==> src/rtl/keypad_pkg.sv <==
// Shared types and constants for the 4x4 keypad scanner.
//   state_t    : scan FSM states
//   key_code_t : {row[1:0], col[1:0]}
//   low_row()  : index of the lowest-numbered active-low row
package keypad_pkg;

  localparam int ROWS = 4;
  localparam int COLS = 4;

  typedef enum logic [1:0] {SCAN, DEBOUNCE, RELEASE} state_t;
  typedef logic [3:0] key_code_t;

  // Rows are active-low; row 0 wins when several are pressed.
  function automatic logic [1:0] low_row(input logic [ROWS-1:0] rs);
    logic [1:0] r;
    r = 2'd0;
    for (int i = ROWS-1; i >= 0; i--)
      if (!rs[i]) r = 2'(i);
    return r;
  endfunction

endpackage

==> src/rtl/keypad_scanner_sync2.sv <==
// Two-flop synchronizer, resets to all-ones (idle level of pulled-up rows).
//   clk, nrst : clock, async active-low reset
//   d         : asynchronous input
//   q         : synchronized output
module sync2 #(
  parameter int WIDTH = 1
) (
  input  logic             clk,
  input  logic             nrst,
  input  logic [WIDTH-1:0] d,
  output logic [WIDTH-1:0] q
);

  logic [WIDTH-1:0] s1;

  always_ff @(posedge clk or negedge nrst) begin
    if (!nrst) begin
      s1 <= '1;
      q  <= '1;
    end else begin
      s1 <= d;
      q  <= s1;
    end
  end

endmodule

==> src/rtl/keypad_scanner.sv <==
// 4x4 matrix keypad scanner with press/release debounce and a one-entry
// valid/ready holding register.
//   clk, nrst   : clock, async active-low reset
//   en          : block enable; low = synchronous clear, columns tri-stated
//   row_in      : keypad rows, active-low, asynchronous
//   col_out     : one-cold column drive
//   col_oeb     : active-low column output enable
//   key_code    : accepted key {row, col}
//   key_valid   : key_code holds an unconsumed key
//   key_ready   : consumer accept
//   key_overrun : pulse when an accepted key was dropped (register full)
module keypad_scanner
  import keypad_pkg::*;
#(
  parameter int SCAN_TICKS     = 1000,
  parameter int DEBOUNCE_SCANS = 4
) (
  input  logic            clk,
  input  logic            nrst,
  input  logic            en,
  input  logic [ROWS-1:0] row_in,
  output logic [COLS-1:0] col_out,
  output logic [COLS-1:0] col_oeb,
  output key_code_t       key_code,
  output logic            key_valid,
  input  logic            key_ready,
  output logic            key_overrun
);

  localparam int TW = $clog2(SCAN_TICKS);
  localparam int SW = $clog2(DEBOUNCE_SCANS+1);
  localparam logic [TW-1:0] TC_LAST = TW'(SCAN_TICKS-1);
  localparam logic [SW-1:0] SC_LAST = SW'(DEBOUNCE_SCANS-1);

  logic [ROWS-1:0] rs;

  sync2 #(.WIDTH(ROWS)) u_sync (
    .clk  (clk),
    .nrst (nrst),
    .d    (row_in),
    .q    (rs)
  );

  state_t          state, state_nxt;
  logic [1:0]      col, col_nxt;
  logic [TW-1:0]   tc, tc_nxt;
  logic [SW-1:0]   sc, sc_nxt;
  key_code_t       cand, cand_nxt;
  logic            sample, load, cand_low;

  logic [COLS-1:0] col_out_nxt, col_oeb_nxt;
  key_code_t       code_nxt;
  logic            valid_nxt, ovr_nxt;

  assign sample   = (tc == TC_LAST);
  assign cand_low = ~rs[cand[3:2]];

  // State register (FSM state, counters, candidate, registered outputs)
  always_ff @(posedge clk or negedge nrst) begin
    if (!nrst) begin
      state       <= SCAN;
      col         <= '0;
      tc          <= '0;
      sc          <= '0;
      cand        <= '0;
      col_out     <= '1;
      col_oeb     <= '1;
      key_code    <= '0;
      key_valid   <= 1'b0;
      key_overrun <= 1'b0;
    end else begin
      state       <= state_nxt;
      col         <= col_nxt;
      tc          <= tc_nxt;
      sc          <= sc_nxt;
      cand        <= cand_nxt;
      col_out     <= col_out_nxt;
      col_oeb     <= col_oeb_nxt;
      key_code    <= code_nxt;
      key_valid   <= valid_nxt;
      key_overrun <= ovr_nxt;
    end
  end

  // Next-state logic. Every sample ends a tick window, so tc restarts there
  // regardless of whether the column or state moves.
  always_comb begin
    state_nxt = state;
    col_nxt   = col;
    sc_nxt    = sc;
    cand_nxt  = cand;
    load      = 1'b0;
    tc_nxt    = sample ? '0 : tc + 1'b1;
    if (!en) begin
      state_nxt = SCAN;
      col_nxt   = '0;
      sc_nxt    = '0;
      tc_nxt    = '0;
    end else if (sample) begin
      case (state)
        SCAN: begin
          if (rs != '1) begin
            cand_nxt  = {low_row(rs), col};
            sc_nxt    = '0;
            state_nxt = DEBOUNCE;
          end else begin
            col_nxt = col + 1'b1;
          end
        end
        DEBOUNCE: begin
          if (cand_low) begin
            if (sc == SC_LAST) begin
              load      = 1'b1;
              sc_nxt    = '0;          // RELEASE counts highs from zero
              state_nxt = RELEASE;
            end else begin
              sc_nxt = sc + 1'b1;
            end
          end else begin
            state_nxt = SCAN;
            col_nxt   = col + 1'b1;
          end
        end
        RELEASE: begin
          if (!cand_low) begin
            if (sc == SC_LAST) begin
              sc_nxt    = '0;
              state_nxt = SCAN;
              col_nxt   = col + 1'b1;
            end else begin
              sc_nxt = sc + 1'b1;
            end
          end else begin
            sc_nxt = '0;
          end
        end
        default: state_nxt = SCAN;
      endcase
    end
  end

  // Output logic. Column drive follows the registered column, so each
  // column value is presented for a full tick window.
  always_comb begin
    col_out_nxt = '1;
    col_oeb_nxt = '1;
    code_nxt    = key_code;
    valid_nxt   = 1'b0;
    ovr_nxt     = 1'b0;
    if (en) begin
      col_out_nxt = ~(COLS'(1) << col);
      col_oeb_nxt = '0;
      valid_nxt   = key_valid;
      if (load && (!key_valid || key_ready)) begin
        code_nxt  = cand;
        valid_nxt = 1'b1;
      end else if (load) begin
        ovr_nxt = 1'b1;
      end else if (key_valid && key_ready) begin
        valid_nxt = 1'b0;
      end
    end
  end

endmodule

==> config.mk <==
export PLATFORM = sky130hd
export DESIGN_NAME = keypad_scanner
export DESIGN_NICKNAME = d
export VERILOG_FILES = /design/src/rtl/keypad_pkg.sv /design/src/rtl/keypad_scanner_sync2.sv /design/src/rtl/keypad_scanner.sv
export SDC_FILE = /design/constraint.sdc
export NUM_CORES = 1
export LEC_CHECK = 0
export BUFFER_PORTS_ARGS = -buffer_cell sky130_fd_sc_hd__clkbuf_2
export CAP_MARGIN = 20
export CORE_ASPECT_RATIO = 0.75
export CORE_MARGIN = 3
export CORE_UTILIZATION = 55
export DETAILED_ROUTE_END_ITERATION = 10
export PLACE_DENSITY = 0.81
export SETUP_SLACK_MARGIN = 0.4
export SYNTH_ARGS = -nofsm -noshare
export SYNTH_HDL_FRONTEND = slang
export SYNTH_HIERARCHICAL = 1
export SYNTH_SLANG_ARGS = --single-unit
==> constraint.sdc <==
create_clock -name clk -period 2.3 [get_ports clk]
set_input_delay 0.575 -clock clk [delete_from_list [all_inputs] [get_ports clk]]
set_output_delay 0.575 -clock clk [all_outputs]
set_load 0.1 [all_outputs]
==> out/metrics.yaml <==
syn_inst: 160
leakagePower_nw: 1.00
worst_slack_ns: 0.432
fill_cells: 228
wl_mm: 3.52
ys.flop_type: "dfrtp_1"
fmax_ghz: 0.535
cts_max_path_buffers: 2
async_reset_ff_share_pct: 100
synth-edff-count: 0
power.density_mw_per_mm2: 663
vdd_drop_max_mv: 0.565
critical_path_class: "reg2out"
drt_first_pass_iters: 4
finalHoldViolations: 0
synth_fp_nets: 178
cts_sinks: 40
syn_area_per_cell_um2: 11.5
yosysUniqueCellTypes: 41
hpwl_mm: 2.39
diodes: 0
path_buf_inv: 1
critPathMaxStageDelay_ns: 0.54
pre_cts_ws_ns: 0.372
synth.yosys.seq_area_share_pct: 55.4
cts_tree: "yes"
syn_area_mm2: 0.00184
dp.cells: 217
status: "completed"
required_ns: 1.73
cts-root-buf: "clkbuf_8"
grt_pass1_vias: 1249
layout.nets: 209
globalplace.congestion: 0.827
die-height_um: 56.0
hold_slack_ns: 0.317
antenna_left: 0
die_w_um: 72.7
cp.arrival_ns: 1.29
cts.hold.buffers_added: 0
post-route-period-util_pct: 81.2
ys_ff_latch: 40
grt_max_degree: 41
critPathMaxFanout: 4
layout_commonest_cell: "dfrtp_1"
fin_cells: 230
core_mm2: 0.00306
hp-class: "in2async"
die-area_mm2: 0.00407
vias: 1280
rsz0062_at_grt: "false"
grt_pass1_wl_mm: 5.66
start_util_pct: 59.9
register_area_mm2: 0.00102
maxSlewViolCount: 0
clk_pin_slew_ns: 0.08
crit_chain: "clkbuf_2"
cts_inserted_buffers: 5
drive_gt1_share_pct: 34.9
htreeDepth: 2
syn_to_final_growth_pct: 18.1
portBuffers: 21
grt_antenna_before_repair: 0
slowest_stage: "dfstp_2"
top_level_ports: 22
yosys_warnings: 6
fin_skew_ns: 0.0106
tightest_slew_ns: 0.544
gr-usage-all-layers_pct: 18.5
multi_input_area_um2: 787
worst_setup_path_end_kind: "output pin"
mostFrequentLayoutCells: "dfrtp_1 (26), nand2_1 (18), clkbuf_2 (18), dfstp_2 (13), o21ai_0 (12)"
fin_crit_ns: 1.87
fp-row-count: 17
timing.setup.tns_ns: 0
cp-start-kind: "flip-flop"
drt-initial-drc-count: 67
drc_errors: 0
maxCapViolCount: 0
clock_latency_ns: 0.30
setup_viol_count_final: 0
avgViaCountPerCell: 5.57
cpLargestDelayFamily: "flip-flops"
slew_headroom_pct: 63.9
routedWlPerCell_um: 15.3
grt_remaining_overflow: 0
p_total_mw: 1.44
==> per-stage QoR <==
step                      util (%)  cell area, um^2
final                         70.8             2170
after global routing          70.8             2170
after CTS                     68.5             2100
after detailed placement      64.6             1980
after global placement        64.6             1980
after floorplan                  -             1840
==> flip-flops by register name, indices dropped and copies added (netlist names) <==
signal,flops
tc,10
cand,4
col_out,4
key_code,4
u_sync/q,4
u_sync/s1,4
sc,3
col,2
state,2
col_oeb,1
key_overrun,1
key_valid,1
==> synth_stat cells, types with 2 or more instances <==
library cell	n	area, um^2
nand3_1	10	50.1
and2_1	2	12.5
mux2_4	4	60.1
or3_1	2	12.5
and3_1	2	12.5
a21oi_1	2	10.0
nand2b_1	3	18.8
dfrtp_1	27	676
xor2_1	5	43.8
dfstp_2	13	342
inv_1	10	37.5
nand2_1	18	67.6
buf_4	3	22.5
o21ai_0	13	65.1
nand4_1	2	12.5
nor2_1	9	33.8
ha_1	10	125
o31ai_1	2	15.0
==> layout make-up <==
class | instances | share of cell area [%]
Clock buffer | 6 | 3.35
Tap cell | 38 | 2.19
Sequential cell | 40 | 47.0
Timing Repair Buffer | 29 | 7.79
Clock inverter | 2 | 1.62
Multi-Input combinational cell | 105 | 36.3
Inverter | 10 | 1.73
==> path summary, 6_finish.rpt <==
check                              from  slack (ns)     endpoint  depth (start not counted)
hold / removal                     nrst        0.32      cand[0]                          2
max in group asynchronous          nrst        1.61        tc[0]                          2
setup / recovery             col_oeb[2]        0.43   col_oeb[0]                          1
setup reg to reg                cand[2]        0.45       col[0]                          5
hold reg to reg            u_sync/s1[1]        0.36  u_sync/q[1]                          0
min in group clk           u_sync/s1[1]        0.36  u_sync/q[1]                          0
==> logic make-up (layout without fill, tap and decap cells) <==
logic type               count (synthesis)  after routing  share of synthesized area, %
AND/OR/NAND/NOR                         59             59                          17.7
flip-flops                              40             40                          55.4
AO/OA/AOI/OAI                           25             25                          9.00
buffers and inverters                   15             47                          3.75
adder cells (fa/ha/maj)                 10             10                          6.82
XOR/XNOR                                 6              6                          2.86
multiplexers                             5              5                          4.50
==> layer usage <==
layer / global-route usage [%] / up-vias / part of all wire [%]
li1: - / 606 / -
met1: 23.9 / 627 / 45
met2: 27.6 / 34 / 47
met3: 5.60 / 13 / 5.8
met4: 10.0 / 0 / 2.6
met5: 0 / - / 0
==> repair_timing <==
action | in CTS | in global routing
pin swaps | 2 | 6
endpoints found under the setup margin | 4 | 17
gates resized for setup | 2 | 10
buffers inserted | 0 | 5
==> where the power goes <==
| part | internal (mW) | switching [mW] | leakage [nW] |
|---|---|---|---|
| registers | 0.728 | 0.0143 | 0.504 |
| logic | 0.0416 | 0.0985 | 0.442 |
| clock network | 0.322 | 0.232 | 0.0552 |
Note: power is estimated with default switching activity, not from simulation.
